===== config.mk =====
export PLATFORM = sky130hd
export DESIGN_NAME = fpu_arbiter_flat
export DESIGN_NICKNAME = d
export VERILOG_FILES = /design/src/rtl/fpu_arbiter_if.sv /design/src/rtl/fpu_arbiter.sv /design/src/flat_wrapper.sv
export SDC_FILE = /design/constraint.sdc
export NUM_CORES = 1
export LEC_CHECK = 0
export BUFFER_PORTS_ARGS = -buffer_cell sky130_fd_sc_hd__clkbuf_2
export CAP_MARGIN = 30
export CORE_ASPECT_RATIO = 1.2
export CORE_MARGIN = 2
export CORE_UTILIZATION = 51
export DETAILED_ROUTE_END_ITERATION = 12
export PLACE_DENSITY = 0.87
export SLEW_MARGIN = 20
export SYNTH_ARGS = -nofsm -noshare
export SYNTH_HDL_FRONTEND = slang
export SYNTH_SLANG_ARGS = --single-unit

===== constraint.sdc =====
create_clock -name clk -period 4.09 [get_ports clk]
set_input_delay 0.818 -clock clk [delete_from_list [all_inputs] [get_ports clk]]
set_output_delay 0.818 -clock clk [all_outputs]
set_load 0.02 [all_outputs]

===== src/rtl/fpu_arbiter_if.sv =====
// fpu_arbiter_if: requester and response handshake bundle for fpu_arbiter.
//   req_valid[1:0] / req_ready[1:0] : per-requester valid/ready
//   req_a, req_b   : operands, [32i+31:32i] belongs to requester i
//   req_op         : opcodes, [2i+1:2i]; 00 ADD, 01 SUB, 10 DIV, 11 MUL
//   resp_valid / resp_ready : result handshake
//   resp_data, resp_id, resp_err : IEEE-754 single result, requester index, DIV flag
// master = issuing units plus result consumer; slave = the arbiter.
interface fpu_arbiter_if;
  logic [1:0]  req_valid;
  logic [1:0]  req_ready;
  logic [63:0] req_a;
  logic [63:0] req_b;
  logic [3:0]  req_op;
  logic        resp_valid;
  logic        resp_ready;
  logic [31:0] resp_data;
  logic        resp_id;
  logic        resp_err;

  modport master (
    output req_valid, req_a, req_b, req_op, resp_ready,
    input  req_ready, resp_valid, resp_data, resp_id, resp_err
  );

  modport slave (
    input  req_valid, req_a, req_b, req_op, resp_ready,
    output req_ready, resp_valid, resp_data, resp_id, resp_err
  );
endinterface


===== src/rtl/fpu_arbiter.sv =====
// fpu_arbiter: shares one fpu between two requesters.
// Round-robin grant in IDLE, registers the winning operands/opcode onto the
// fpu, waits FPU_LATENCY, captures fpu_o and returns it tagged with the
// requester id. DIV has no fpu datapath and is answered locally with a quiet
// NaN and resp_err=1.
// Ports:
//   clk, rst          : clock, synchronous active-high reset
//   bus (slave)       : request/response handshakes, see fpu_arbiter_if
//   fpu_a, fpu_b      : registered operands to the fpu
//   fpu_opcode        : registered opcode to the fpu (passed unmodified)
//   fpu_o             : fpu result, valid FPU_LATENCY edges after stable inputs
//   busy              : high whenever not IDLE
module fpu_arbiter #(
  parameter int FPU_LATENCY = 1
) (
  input  logic        clk,
  input  logic        rst,
  fpu_arbiter_if.slave bus,
  output logic [31:0] fpu_a,
  output logic [31:0] fpu_b,
  output logic [1:0]  fpu_opcode,
  input  logic [31:0] fpu_o,
  output logic        busy
);

  localparam int          CNT_W  = $clog2(FPU_LATENCY + 1) + 1;
  localparam logic [1:0]  OP_DIV = 2'b10;
  localparam logic [31:0] QNAN   = 32'h7FC0_0000;

  typedef enum logic [1:0] {IDLE, WAIT, RESP} state_t;

  state_t           state;
  logic             last_grant;
  logic             id;
  logic [CNT_W-1:0] count;

  logic             any_req;
  logic             grant;
  logic [1:0]       grant_op;
  logic [31:0]      grant_a;
  logic [31:0]      grant_b;

  // Grant: a lone requester wins; on contention the one not served last wins.
  always_comb begin
    any_req = |bus.req_valid;
    if (bus.req_valid == 2'b11) grant = ~last_grant;
    else                        grant = bus.req_valid[1];
    grant_op = grant ? bus.req_op[3:2]  : bus.req_op[1:0];
    grant_a  = grant ? bus.req_a[63:32] : bus.req_a[31:0];
    grant_b  = grant ? bus.req_b[63:32] : bus.req_b[31:0];
    bus.req_ready = 2'b00;
    if (state == IDLE && any_req) bus.req_ready = grant ? 2'b10 : 2'b01;
  end

  assign busy = (state != IDLE);

  always_ff @(posedge clk) begin
    if (rst) begin
      state          <= IDLE;
      last_grant     <= 1'b1;
      id             <= 1'b0;
      count          <= '0;
      bus.resp_valid <= 1'b0;
      bus.resp_data  <= '0;
      bus.resp_id    <= 1'b0;
      bus.resp_err   <= 1'b0;
      fpu_a          <= '0;
      fpu_b          <= '0;
      fpu_opcode     <= 2'b00;
    end else begin
      case (state)
        IDLE: begin
          if (any_req) begin
            last_grant <= grant;
            id         <= grant;
            if (grant_op == OP_DIV) begin
              // Answered locally; the fpu inputs keep the previous operation.
              bus.resp_data  <= QNAN;
              bus.resp_err   <= 1'b1;
              bus.resp_id    <= grant;
              bus.resp_valid <= 1'b1;
              state          <= RESP;
            end else begin
              fpu_a      <= grant_a;
              fpu_b      <= grant_b;
              fpu_opcode <= grant_op;
              count      <= '0;
              state      <= WAIT;
            end
          end
        end
        WAIT: begin
          // count reaches FPU_LATENCY one edge after fpu_o became valid,
          // so WAIT spans FPU_LATENCY+1 cycles.
          count <= count + CNT_W'(1);
          if (count == CNT_W'(FPU_LATENCY)) begin
            bus.resp_data  <= fpu_o;
            bus.resp_err   <= 1'b0;
            bus.resp_id    <= id;
            bus.resp_valid <= 1'b1;
            state          <= RESP;
          end
        end
        RESP: begin
          if (bus.resp_ready) begin
            bus.resp_valid <= 1'b0;
            state          <= IDLE;
          end
        end
        default: state <= IDLE;
      endcase
    end
  end

endmodule


===== src/flat_wrapper.sv =====
// flat-port wrapper written by rule: the top's interface ports become plain ports
module fpu_arbiter_flat 
#(
  parameter int FPU_LATENCY = 1
)
  (clk, rst, fpu_a, fpu_b, fpu_opcode, fpu_o, busy, bus_req_valid, bus_req_a, bus_req_b, bus_req_op, bus_resp_ready, bus_req_ready, bus_resp_valid, bus_resp_data, bus_resp_id, bus_resp_err);
  fpu_arbiter_if bus_i ();
  input  logic clk;
  input  logic rst;
  output logic [31:0] fpu_a;
  output logic [31:0] fpu_b;
  output logic [1:0] fpu_opcode;
  input  logic [31:0] fpu_o;
  output logic busy;
  input wire logic [$bits(bus_i.req_valid)-1:0] bus_req_valid;
  input wire logic [$bits(bus_i.req_a)-1:0] bus_req_a;
  input wire logic [$bits(bus_i.req_b)-1:0] bus_req_b;
  input wire logic [$bits(bus_i.req_op)-1:0] bus_req_op;
  input wire logic [$bits(bus_i.resp_ready)-1:0] bus_resp_ready;
  output wire logic [$bits(bus_i.req_ready)-1:0] bus_req_ready;
  output wire logic [$bits(bus_i.resp_valid)-1:0] bus_resp_valid;
  output wire logic [$bits(bus_i.resp_data)-1:0] bus_resp_data;
  output wire logic [$bits(bus_i.resp_id)-1:0] bus_resp_id;
  output wire logic [$bits(bus_i.resp_err)-1:0] bus_resp_err;
  assign bus_i.req_valid = bus_req_valid;
  assign bus_i.req_a = bus_req_a;
  assign bus_i.req_b = bus_req_b;
  assign bus_i.req_op = bus_req_op;
  assign bus_i.resp_ready = bus_resp_ready;
  assign bus_req_ready = bus_i.req_ready;
  assign bus_resp_valid = bus_i.resp_valid;
  assign bus_resp_data = bus_i.resp_data;
  assign bus_resp_id = bus_i.resp_id;
  assign bus_resp_err = bus_i.resp_err;
  fpu_arbiter #(.FPU_LATENCY(FPU_LATENCY)) u_core (.clk(clk), .rst(rst), .bus(bus_i), .fpu_a(fpu_a), .fpu_b(fpu_b), .fpu_opcode(fpu_opcode), .fpu_o(fpu_o), .busy(busy));
endmodule

* Word-level counts from Yosys, hierarchy flattened
Index checks and enable logic that the tools add are counted.
** Word-level totals
- Latch bits :: 0
- Memory bits (read-only) :: 0
- Word-level logic and storage cells :: 65
- Register bits after elaboration :: 107
- Output and inout bits :: 104
- Memories kept :: 0
- Bits in writable memories :: 0
** Cells by class
- Bitwise logic cells :: 2
- Multiply operators :: 0
- Div/mod/pow operators :: 0
- Reductions and logical operators :: 12
- Order comparisons :: 0
- Add/subtract/negate cells :: 1
- Equality and inequality tests :: 10
- Shift operators :: 0
- Mux-type cells :: 29
** Operators by type and width (count)
- 32-bit two-way mux :: 5
- 32-bit one-hot mux with 2 select lines :: 1
- 2-bit two-way mux :: 9
- 1-bit two-way mux :: 9
- 3-bit AND reduction :: 3
- 2-bit == test, second input constant :: 3
- 2-bit != test, second input constant :: 3
- 2-bit one-hot mux with 3 select lines :: 1
- 5-bit AND reduction :: 1
- 2-bit by 1-bit == test with 1-bit output, second input constant :: 2
- 2-bit by 1-bit != test with 1-bit output, second input constant :: 2
- 1-bit one-hot mux with 2 select lines :: 2
- 2-bit one-hot mux with 2 select lines :: 1
- 4-bit AND reduction :: 1
- 2-bit nonzero test :: 2
- 1-bit one-hot mux with 3 select lines :: 1
- 3-bit nonzero test :: 1
- 2-bit by 1-bit adder with 2-bit output, second input constant :: 1
- 2-bit logical NOT :: 1
- 1-bit NOT :: 2
- 2-bit AND reduction :: 1
- 2-bit OR reduction :: 1
- 1-bit logical AND :: 1

* Depth between registers and ports, before layout
Gate-level depths: netlist of run 1.
- Depth after elaboration :: 7
- Depth in mapped cells :: 9
- Gate-level depth less buffers :: 6

* Worst setup path after synthesis of run 1
Ideal clock, no wire load.
- Path type :: input to output
- Start point :: input bus_req_valid[1]
- End point :: output bus_req_ready[1]
- Data arrival time :: 1.666 ns
- Required time :: 3.272 ns
- Stages on the path :: 4
- Buffers on the path :: 2
- Path slack :: 1.606 ns
- Path through :: a21bo_1 buf_6 clkbuf_1 nor2_1
** On the way
- Longest elaborated chain between the ends :: 4
- Elaborated cells on any way between the ends :: 6
- Those cells by class :: 1 x eq/ne; 3 x mux; 2 x reduce/logical
** Ends and longest elaborated chain
- start, declared :: RTL line flat_wrapper.sv:15 : input wire logic [$bits(bus_i.req_valid)-1:0] bus_req_valid;
- 2-bit == test :: RTL line fpu_arbiter.sv:46 : if (bus.req_valid == 2'b11) grant = ~last_grant;
- 1-bit two-way mux :: RTL line fpu_arbiter.sv:46
- 2-bit two-way mux :: RTL line fpu_arbiter.sv:52 : if (state == IDLE && any_req) bus.req_ready = grant ? 2'b10 : 2'b01;
- 2-bit two-way mux * :: RTL line fpu_arbiter.sv:52
- end, declared :: RTL line flat_wrapper.sv:20 : output wire logic [$bits(bus_i.req_ready)-1:0] bus_req_ready;
Every way passes the cells marked *; elsewhere a longest branch is shown, timed or not.

* Final worst setup path of run 1
- Start point :: input bus_req_valid[0]
- End point :: output bus_req_ready[0]
Same word-level chain as after synthesis.

==> results of run 1 <==
-- registers in the layout, indices dropped and copies added (netlist names) --
name	count
u_core.fpu_opcode	2
u_core.last_grant	1
u_core.fpu_a	32
u_core.bus.resp_valid	1
u_core.bus.resp_err	1
u_core.id	1
u_core.fpu_b	32
u_core.bus.resp_data	32
u_core.bus.resp_id	1
u_core.state	2
u_core.count	2
-- kinds of logic (layout without fill, tap and decap cells) --
family,Yosys count,count (layout),share of synthesized area [%]
muxes,3,3,0.836
AOI/OAI and AO/OA,183,183,31.3
buffers and inverters,81,307,6.88
adders and majority gates,4,4,0.880
DFF,107,107,37.7
and+or+nand+nor,279,279,22.4
-- final cells by class --
type	instances	area (sq um)	area share, %
Clock buffer	10	239	3.26
Clock inverter	6	113	1.53
Inverter	6	22.5	0.307
Multi-Input combinational cell	469	3170	43.3
Sequential cell	107	2140	29.2
Tap cell	132	165	2.25
Timing Repair Buffer	285	1480	20.2
-- layer usage --
metal	GRT usage [%]	share of wire, %	wire length, um	vias up
met3	6.06	7.7	1360	33
met4	10.9	2.8	497	0
li1	-	-	-	2919
met5	0	0	0	-
met2	49.2	50	8940	276
met1	36.4	39	6920	2834
-- through the flow --
stage / cells / setup WS [ns] / area (sq um) / hold WS [ns] / total power [W]
2_1_floorplan: 657 / 1.61 / 5690 / 0.454 / 0.00327
3_3_place_gp: 998 / 1.20 / 6960 / 0.467 / 0.00388
3_5_place_dp: 998 / 1.13 / 6960 / 0.479 / 0.00393
4_1_cts: 1014 / 1.23 / 7310 / 0.495 / 0.00494
5_1_grt: 1015 / 1.07 / 7340 / 0.515 / 0.00523
6_report: 1015 / 1.20 / 7340 / 0.497 / 0.00495
-- cells in the final DEF (no fill, tap or decap), types with 2 or more instances in the layout --
cell / instances
inv_1: 6
nor2_1: 18
nand4_1: 24
nand2_1: 136
a31oi_1: 33
dfxtp_1: 107
clkbuf_16: 9
o211ai_1: 24
buf_4: 13
a211oi_1: 3
o211a_1: 9
a311oi_2: 49
nor2b_1: 5
nand3_1: 3
bufinv_16: 3
ha_1: 3
and3_1: 2
a21oi_1: 4
a22oi_1: 23
clkinv_4: 2
or3_1: 9
nand2b_1: 5
clkbuf_2: 271
o31ai_1: 9
a211o_1: 2
a311oi_1: 15
o32ai_4: 2
nor3_1: 69
-- worst max-delay path, stage by stage --
cell	delay [ns]
clkbuf_2	0.16
or2_2	0.60
nand2_1	0.15
nor2_1	0.15
clkbuf_2	0.19
-- final timing paths --
kind | startpoint | to | slack, ns | cells past startpoint
worst max-delay path | bus_req_valid[0] | bus_req_ready[0] | 1.20 | 5
worst min-delay path | u_core.state[0] | u_core.state[0] | 0.50 | 2
worst max register to register | u_core.state[1] | u_core.fpu_a[20] | 1.61 | 7
worst min register to register | u_core.state[0] | u_core.state[0] | 0.50 | 2
-- power by group through the flow --
| stage | clock network, W | registers (W) | logic (W) |
|---|---|---|---|
| 2_1_floorplan | 0 | 0.00187 | 0.00140 |
| 3_3_place_gp | 0 | 0.00155 | 0.00233 |
| 3_5_place_dp | 0 | 0.00156 | 0.00237 |
| 4_1_cts | 0.00102 | 0.00154 | 0.00238 |
| 5_1_grt | 0.00106 | 0.00158 | 0.00259 |
| 6_report | 0.00101 | 0.00154 | 0.00240 |
==> impl_metrics.tcl, run 1 <==
set metrics [dict create \
    antenna_found_initial 0 \
    pwr-share-comb_pct 48.6 \
    vias_per_cell 5.97 \
    drv_cap 0 \
    clockBufferDepth 2 \
    track_usage_pct 29.2 \
    ys_async_sr_fraction_pct 0 \
    status "complete, no violations" \
    drc_errors 0 \
    grt_pass1_wl_um 28400 \
    die_h_um 120 \
    clk_latency_ns 0.34 \
    yosys.area.top_type "dfxtp_1" \
    initial_core_util_pct 52.0 \
    nets 1051 \
    rows 42 \
    peakVddDrop_uv 430 \
    p_sw_w 0.00213 \
    syn-cell-area_sq_mm 0.00569 \
    hold_violations 0 \
    syn-instance-count 657 \
    wl_um 17700 \
    ys_ff_latch 107 \
    synth_warnings 0 \
    cts_resized 0 \
    post_drt_wl_per_cell_um 17.5 \
    core_sq_mm 0.0109 \
    crit_type "in -> out" \
    rsz0062_at_grt "false" \
    crit_arrival_ns 2.07 \
    ant_nets 0 \
    post-route-min-period_ns 2.89 \
    drtPass1Iterations 4 \
    clkTransAtPathRegs_ns 0.07 \
    synth-edff-count 0 \
    post_synth_num_cell_types 48 \
    seq_area_frac_synth_pct 37.7 \
    clkPwrFrac_pct 20.3 \
    finalClockSkew_ns 0.00547 \
    synth.most_common_cell "nand2_1" \
    h-tree-depth 3 \
    fillers 953 \
    routabilityCongestion 0.852 \
    avgSynthCellArea_sq_um 8.66 \
    end_kind "output port" \
    path_max_fanout 37 \
    startpoint_type "primary input" \
    required_ns 3.27 \
    clock-sinks 107 \
    period_share_pct 70.7 \
    cts_buffers 9 \
    gr-total-overflow 0 \
    seq_power_share_pct 31.1 \
    cts_root_buf "clkbuf_16" \
    synth_common_cells "136 x nand2_1, 107 x dfxtp_1, 69 x nor3_1" \
    fin_util_pct 67.1 \
    cts_tree "yes" \
    drtIter0Drc 417 \
    dr_total_vias 6062 \
    grt_pass1_vias 5703 \
    ios 273 \
    slew_headroom_pct 38.3 \
    setup-violations-final 0 \
    postCtsSetupBuffers 0 \
    synth_fp_nets 830 \
    post-dp-hpwl_um 12500 \
    maxSlewViolCount 0 \
    diodes 0 \
    synth_ff_type "dfxtp_1" \
    cts_hold_buf 0 \
    grt_max_degree 69 \
    chipWidth_um 100 \
    hp-class "reg -> reg" \
    power.internal_w 0.00282 \
    synth_top_area_share_pct 37.7 \
    tns_ns 0 \
    leakage_nw 3.21 \
    max_freq_mhz 346 \
    die_area_sq_mm 0.0120 \
    io_buffer_count 272 \
    p_per_area_mw_per_mm2 674 \
    drive_gt1_share_pct 41.0 \
    syn_to_final_growth_pct 29.0 \
    p_sw_share_pct 43.0 \
    tightest_slew_ns 0.925 \
    synth_area_leaders "dfxtp_1 38%, a311oi_2 13%, nand2_1 9.0%" \
]
Power figures use the tool's default switching activity.
==> run 2, diff against run 1 <==
--- a/config.mk
+++ b/config.mk
@@ -9,9 +9,9 @@
 export CAP_MARGIN = 30
 export CORE_ASPECT_RATIO = 1.2
 export CORE_MARGIN = 2
-export CORE_UTILIZATION = 51
+export CORE_UTILIZATION = 42
 export DETAILED_ROUTE_END_ITERATION = 12
-export PLACE_DENSITY = 0.87
+export PLACE_DENSITY = 0.77
 export SLEW_MARGIN = 20
 export SYNTH_ARGS = -nofsm -noshare
 export SYNTH_HDL_FRONTEND = slang
==> constraint.sdc (replaced) <==
create_clock -name clk -period 2.6 [get_ports clk]
set_input_delay 0.52 -clock clk [delete_from_list [all_inputs] [get_ports clk]]
set_output_delay 0.52 -clock clk [all_outputs]
set_load 0.02 [all_outputs]
==> run 2 against run 1 <==
Compared with the run above: sequential power rose by 56%; clock power grew 37%; global-route usage is 4.7 points lower; combinational power increased by 60%; critical endpoint is now u_core.fpu_a[1]; largest power group unchanged; critical path depth increased by 2.
==> impl_metrics.tcl, run 2 (synthesis gave the netlist of run 1 again) <==
set metrics [dict create \
    status "complete, no violations" \
    vias_per_cell 5.72 \
    maxSlewViolCount 0 \
    drc_errors 0 \
    period_share_pct 87.5 \
    nets 1056 \
    r2r_cells 7 \
    cts_root_buf "clkbuf_16" \
    busiest_layer "met2" \
    rsz0062_at_grt "false" \
    post-route-min-period_ns 2.27 \
    initial_core_util_pct 43.0 \
    clockBufferDepth 2 \
    clock-sinks 107 \
    max_freq_mhz 440 \
    track_usage_pct 24.5 \
    ant_nets 0 \
    post_drt_wl_per_cell_um 17.5 \
    io_buffer_count 272 \
    ios 273 \
    hold_violations 0 \
    wl_um 18500 \
    slew_headroom_pct 50.0 \
    h-tree-depth 3 \
    postCtsSetupBuffers 0 \
    clk_latency_ns 0.35 \
    r2r_end "u_core.fpu_a[1]" \
    drv_cap 0 \
    leakage_nw 3.21 \
    finalWorstSetupSlack_ns 0.325 \
    finalClockSkew_ns 0.0143 \
    timing.rr.start "u_core.state[1]" \
    chipWidth_um 110 \
    min_path_cells 3 \
    core_sq_mm 0.0132 \
    rrSetupSlack_ns 0.33 \
    end_kind "register" \
    final_common_cell "clkbuf_2" \
    pre_cts_ws_ns 0.301 \
    met1_usage_pct 30.3 \
    die_area_sq_mm 0.0145 \
    power_w 0.00762 \
    fillers 1255 \
    p_per_area_mw_per_mm2 1030 \
    hold_end "u_core.fpu_a[7]" \
    peakVddDrop_uv 472 \
    tightest_slew_ns 0.750 \
    layout_common_cells "271 x clkbuf_2, 136 x nand2_1, 107 x dfxtp_1" \
    cts_resized 0 \
    grt_pass1_vias 5659 \
    grt_pass1_wl_um 28400 \
    tns_ns 0 \
    setup-violations-final 0 \
    dr_total_vias 6045 \
    gr-total-overflow 0 \
    place_area_sq_mm 0.00708 \
    routabilityCongestion 0.819 \
    crit_type "reg -> reg" \
    cts_buffers 9 \
    cts_tree "yes" \
    use_met3_pct 5.80 \
    crit_arrival_ns 2.53 \
    post-dp-hpwl_um 12800 \
    final_area_sq_mm 0.00737 \
    required_ns 2.86 \
    use_met2_pct 42.0 \
    hold_start "bus_req_a[39]" \
    die_h_um 131 \
    hp-class "in -> reg" \
    cts_hold_buf 0 \
    drtPass1Iterations 5 \
    startpoint_type "register" \
    reg_top3 "u_core.bus.resp_data: 32 flops, u_core.fpu_a: 32 flops, u_core.fpu_b: 32 flops" \
    grt_max_degree 69 \
    syn_to_final_growth_pct 29.6 \
    drtIter0Drc 526 \
    rows 46 \
    path_max_fanout 68 \
    drive_gt1_share_pct 41.3 \
    diodes 0 \
    clkTransAtPathRegs_ns 0.09 \
    antenna_found_initial 0 \
]
run 2: cell count changes in the layout (fill, tap and decap cells not counted):
cell	delta
clkinvlp_4	+1
buf_4	+4
buf_12	+1
bufinv_16	-3
inv_8	+2
clkinv_4	-2
inv_6	+2
clkinv_8	+1
clkbuf_8	-1
run 2: worst max-delay path by stage:
stage                           from               end  slack (ns)  cells after the start
CTS                  u_core.state[0]   u_core.fpu_a[9]        0.32                      7
detailed placement  bus_req_valid[0]   u_core.fpu_a[9]        0.30                      6
finish               u_core.state[1]   u_core.fpu_a[1]        0.33                      7
global route         u_core.state[1]   u_core.fpu_b[0]        0.13                      7
global placement    bus_req_valid[0]  u_core.fpu_a[30]        0.23                      5
floorplan            u_core.state[0]  bus_req_ready[0]        0.65                      6
run 2: where the power goes:
group	switching, W	internal, W	total, W
combinational	0.00248	0.00137	0.00384
sequential	0.000278	0.00212	0.00240
clock	0.000700	0.000679	0.00138
run 2: final cells by class:
cell class / count / area [sq um] / area share, %
Clock buffer: 9 / 225 / 3.05
Tap cell: 168 / 210 / 2.85
Clock inverter: 7 / 68.8 / 0.933
Timing Repair Buffer: 290 / 1530 / 20.8
Sequential cell: 107 / 2140 / 29.0
Multi-Input combinational cell: 469 / 3170 / 43.0
Inverter: 6 / 22.5 / 0.305
run 2: per-layer routing:
metal | vias to the layer above | routed length (um)
met5 | - | 0
met4 | 0 | 350
met3 | 26 | 1600
met2 | 287 | 9260
met1 | 2801 | 7270
li1 | 2931 | -
run 2: stage by stage:
stage | hold slack [ns] | instances | util, %
finish | 0.410 | 1056 | 55.7
floorplan | 0.454 | 657 | -
CTS | 0.399 | 1056 | 55.7
detailed placement | 0.478 | 1040 | 53.5
global route | 0.413 | 1056 | 55.7
global placement | 0.470 | 1039 | 53.3
run 2: worst max-delay path, stage by stage (launching register included):
cell      delay [ns]
dfxtp_1         0.32
inv_1           0.09
ha_2            0.32
nand2_1         0.14
o32ai_4         0.23
buf_4           0.65
nor3_1          0.15
a311oi_2        0.27
==> run 3, diff against run 2 <==
--- a/config.mk
+++ b/config.mk
@@ -5,11 +5,12 @@
 export SDC_FILE = /design/constraint.sdc
 export NUM_CORES = 1
 export LEC_CHECK = 0
+export ABC_AREA = 1
 export BUFFER_PORTS_ARGS = -buffer_cell sky130_fd_sc_hd__clkbuf_2
 export CAP_MARGIN = 30
 export CORE_ASPECT_RATIO = 1.2
 export CORE_MARGIN = 2
-export CORE_UTILIZATION = 42
+export CORE_UTILIZATION = 41
 export DETAILED_ROUTE_END_ITERATION = 12
 export PLACE_DENSITY = 0.77
 export SLEW_MARGIN = 20
==> run 3 against run 2 <==
Compared with the run above: clock power increased by 8%; first-iteration DRC count decreased by 28%; design area shrank 6.4%; worst setup slack got worse by 0.0024 ns; critical endpoint is now bus_req_ready[0]; highest routed layer unchanged.
==> impl_metrics.tcl, run 3 <==
set metrics [dict create \
    status "complete, no violations" \
    finalWorstSetupSlack_ns 0.323 \
    path_buf_inv 4 \
    leakage_nw 3.70 \
    grt_pass1_wl_um 24900 \
    required_ns 2.08 \
    synth_warnings 0 \
    path_cells "inv_1 > ha_1 > inv_2 > nor2_4 > inv_2 > nor2_1 > clkbuf_2" \
    nets 1220 \
    h-tree-depth 3 \
    ys_ff_latch 107 \
    p_sw_share_pct 45.0 \
    reg_top3 "u_core.bus.resp_data: 32 flops, u_core.fpu_a: 32 flops, u_core.fpu_b: 32 flops" \
    diodes 0 \
    cts_root_buf "clkbuf_16" \
    cts_buffers 9 \
    post-route-min-period_ns 2.28 \
    synth-edff-count 0 \
    cts_resized 0 \
    rows 44 \
    post_drt_wl_per_cell_um 12.5 \
    antenna_found_initial 0 \
    grt_max_degree 68 \
    fin_cells 1213 \
    drc_errors 0 \
    path_max_fanout 5 \
    slowest_stage "dfxtp_1" \
    cpMostUsedCell "inv_2" \
    clkTransAtPathRegs_ns 0.07 \
    seq_area_frac_synth_pct 41.4 \
    routabilityCongestion 0.815 \
    drv_cap 0 \
    pwr-share-comb_pct 49.6 \
    core_sq_mm 0.0122 \
    peakVddDrop_uv 636 \
    ys_async_sr_fraction_pct 0 \
    post-dp-hpwl_um 10900 \
    min_path_cells 2 \
    grt_pass1_vias 5400 \
    vias_per_cell 4.80 \
    synth.most_common_cell "nand2_1" \
    postCtsSetupBuffers 0 \
    ant_nets 0 \
    syn-cell-area_sq_mm 0.00518 \
    tns_ns 0 \
    avgSynthCellArea_sq_um 6.35 \
    seq_power_share_pct 31.7 \
    tightest_slew_ns 0.513 \
    post_synth_num_cell_types 18 \
    ios 273 \
    dr_total_vias 5821 \
    crit_cells 7 \
    power.internal_w 0.00438 \
    clkPwrFrac_pct 18.7 \
    finalClockSkew_ns 0.00646 \
    end_kind "output port" \
    gr-total-overflow 0 \
    layout_common_cells "356 x nand2_1, 272 x clkbuf_2, 107 x dfxtp_1" \
    io_buffer_count 272 \
    power_w 0.00797 \
    setup-violations-final 0 \
    die_area_sq_mm 0.0135 \
    startpoint_type "register" \
    hp-class "reg -> reg" \
    cts_tree "yes" \
    dp.cells 1197 \
    crit_arrival_ns 1.76 \
    synth_area_leaders "dfxtp_1 41%, nand2_1 26%, nand3_1 9.2%" \
    synth_fp_nets 989 \
    initial_core_util_pct 42.4 \
    p_per_area_mw_per_mm2 1150 \
    rrSetupSlack_ns 0.57 \
    slowest_delay_ns 0.32 \
    syn-instance-count 816 \
    synth_common_cells "358 x nand2_1, 107 x dfxtp_1, 95 x nand3_1" \
    maxSlewViolCount 0 \
    synth_ff_type "dfxtp_1" \
    slew_headroom_pct 65.8 \
    rsz0062_at_grt "false" \
    drtPass1Iterations 4 \
    drtIter0Drc 379 \
    crit_type "reg -> out" \
    synth_top_area_share_pct 41.4 \
    period_share_pct 87.6 \
    clock-sinks 107 \
    drive_gt1_share_pct 29.4 \
    syn_to_final_growth_pct 33.2 \
    max_freq_mhz 439 \
    pre_cts_ws_ns 0.345 \
    hold_violations 0 \
    clk_latency_ns 0.34 \
    final_common_cell "nand2_1" \
    cts_hold_buf 0 \
    r2r_cells 9 \
    die_h_um 127 \
    track_usage_pct 22.3 \
    chipWidth_um 107 \
    path_delay_family "buffers and inverters" \
    yosys.area.top_type "dfxtp_1" \
    wl_um 15200 \
    clockBufferDepth 2 \
    p_sw_w 0.00359 \
]
-- run 3: changes by cell type after synthesis, sizes merged, moves of 27 or more --
cell / previous run / this run
a21oi: 4 / 94
clkbuf: 49 / 22
a31oi: 33 / 0
nand3: 3 / 95
a311oi: 64 / 0
nand2: 136 / 360
nor2: 19 / 56
nor3: 69 / 0
-- run 3: cells by family after synthesis --
group / after synthesis / synth area share, %
and+or+nand+nor: 514 / 40.0
DFF: 107 / 41.4
AOI/OAI and AO/OA: 97 / 9.64
buffers and inverters: 94 / 8.02
adders and majority gates: 4 / 0.966
-- run 3: layer usage --
| metal | routed length (um) | track usage, % | up-vias |
|---|---|---|---|
| met5 | 0 | 0 | - |
| met4 | 425 | 9.32 | 0 |
| met3 | 1040 | 4.64 | 30 |
| met2 | 7320 | 38.4 | 207 |
| met1 | 6410 | 26.8 | 2550 |
| li1 | - | - | 3034 |
-- run 3: stage by stage --
stage / utilization [%] / hold WS, ns / area, sq um
CTS: 56.5 / 0.459 / 6900
global route: 56.5 / 0.483 / 6900
global placement: 53.8 / 0.451 / 6570
floorplan: - / 0.429 / 5180
detailed placement: 53.8 / 0.458 / 6570
finish: 56.5 / 0.467 / 6900
-- run 3: final timing paths --
| kind | startpoint | to |
|---|---|---|
| hold / removal | u_core.fpu_opcode[0] | u_core.fpu_opcode[0] |
| setup reg to reg | u_core.state[1] | u_core.fpu_b[21] |
| hold reg to reg | u_core.fpu_opcode[0] | u_core.fpu_opcode[0] |
| setup / recovery | u_core.state[1] | bus_req_ready[0] |
-- run 3: worst min-delay path, stage by stage, from the launching register on --
cell     delay (ns)
dfxtp_1        0.31
nand2_1        0.06
a21oi_1        0.05
-- run 3: power groups by stage --
| stage | Sequential (W) | Clock (W) | Combinational, W |
|---|---|---|---|
| floorplan | 0.00319 | 0 | 0.00219 |
| global placement | 0.00253 | 0 | 0.00393 |
| detailed placement | 0.00255 | 0 | 0.00397 |
| CTS | 0.00252 | 0.00152 | 0.00398 |
| global route | 0.00259 | 0.00157 | 0.00443 |
| finish | 0.00252 | 0.00149 | 0.00395 |
-- run 3: layout make-up --
| type | instances | area, sq um |
|---|---|---|
| clock buffers | 10 | 239 |
| fillers | 1267 | 5320 |
| repair buffers | 282 | 1470 |
| inverters | 32 | 120 |
| clock inverters | 6 | 87.6 |
| flip-flops and latches | 107 | 2140 |
| multi-input cells | 615 | 2640 |
| well taps | 161 | 201 |
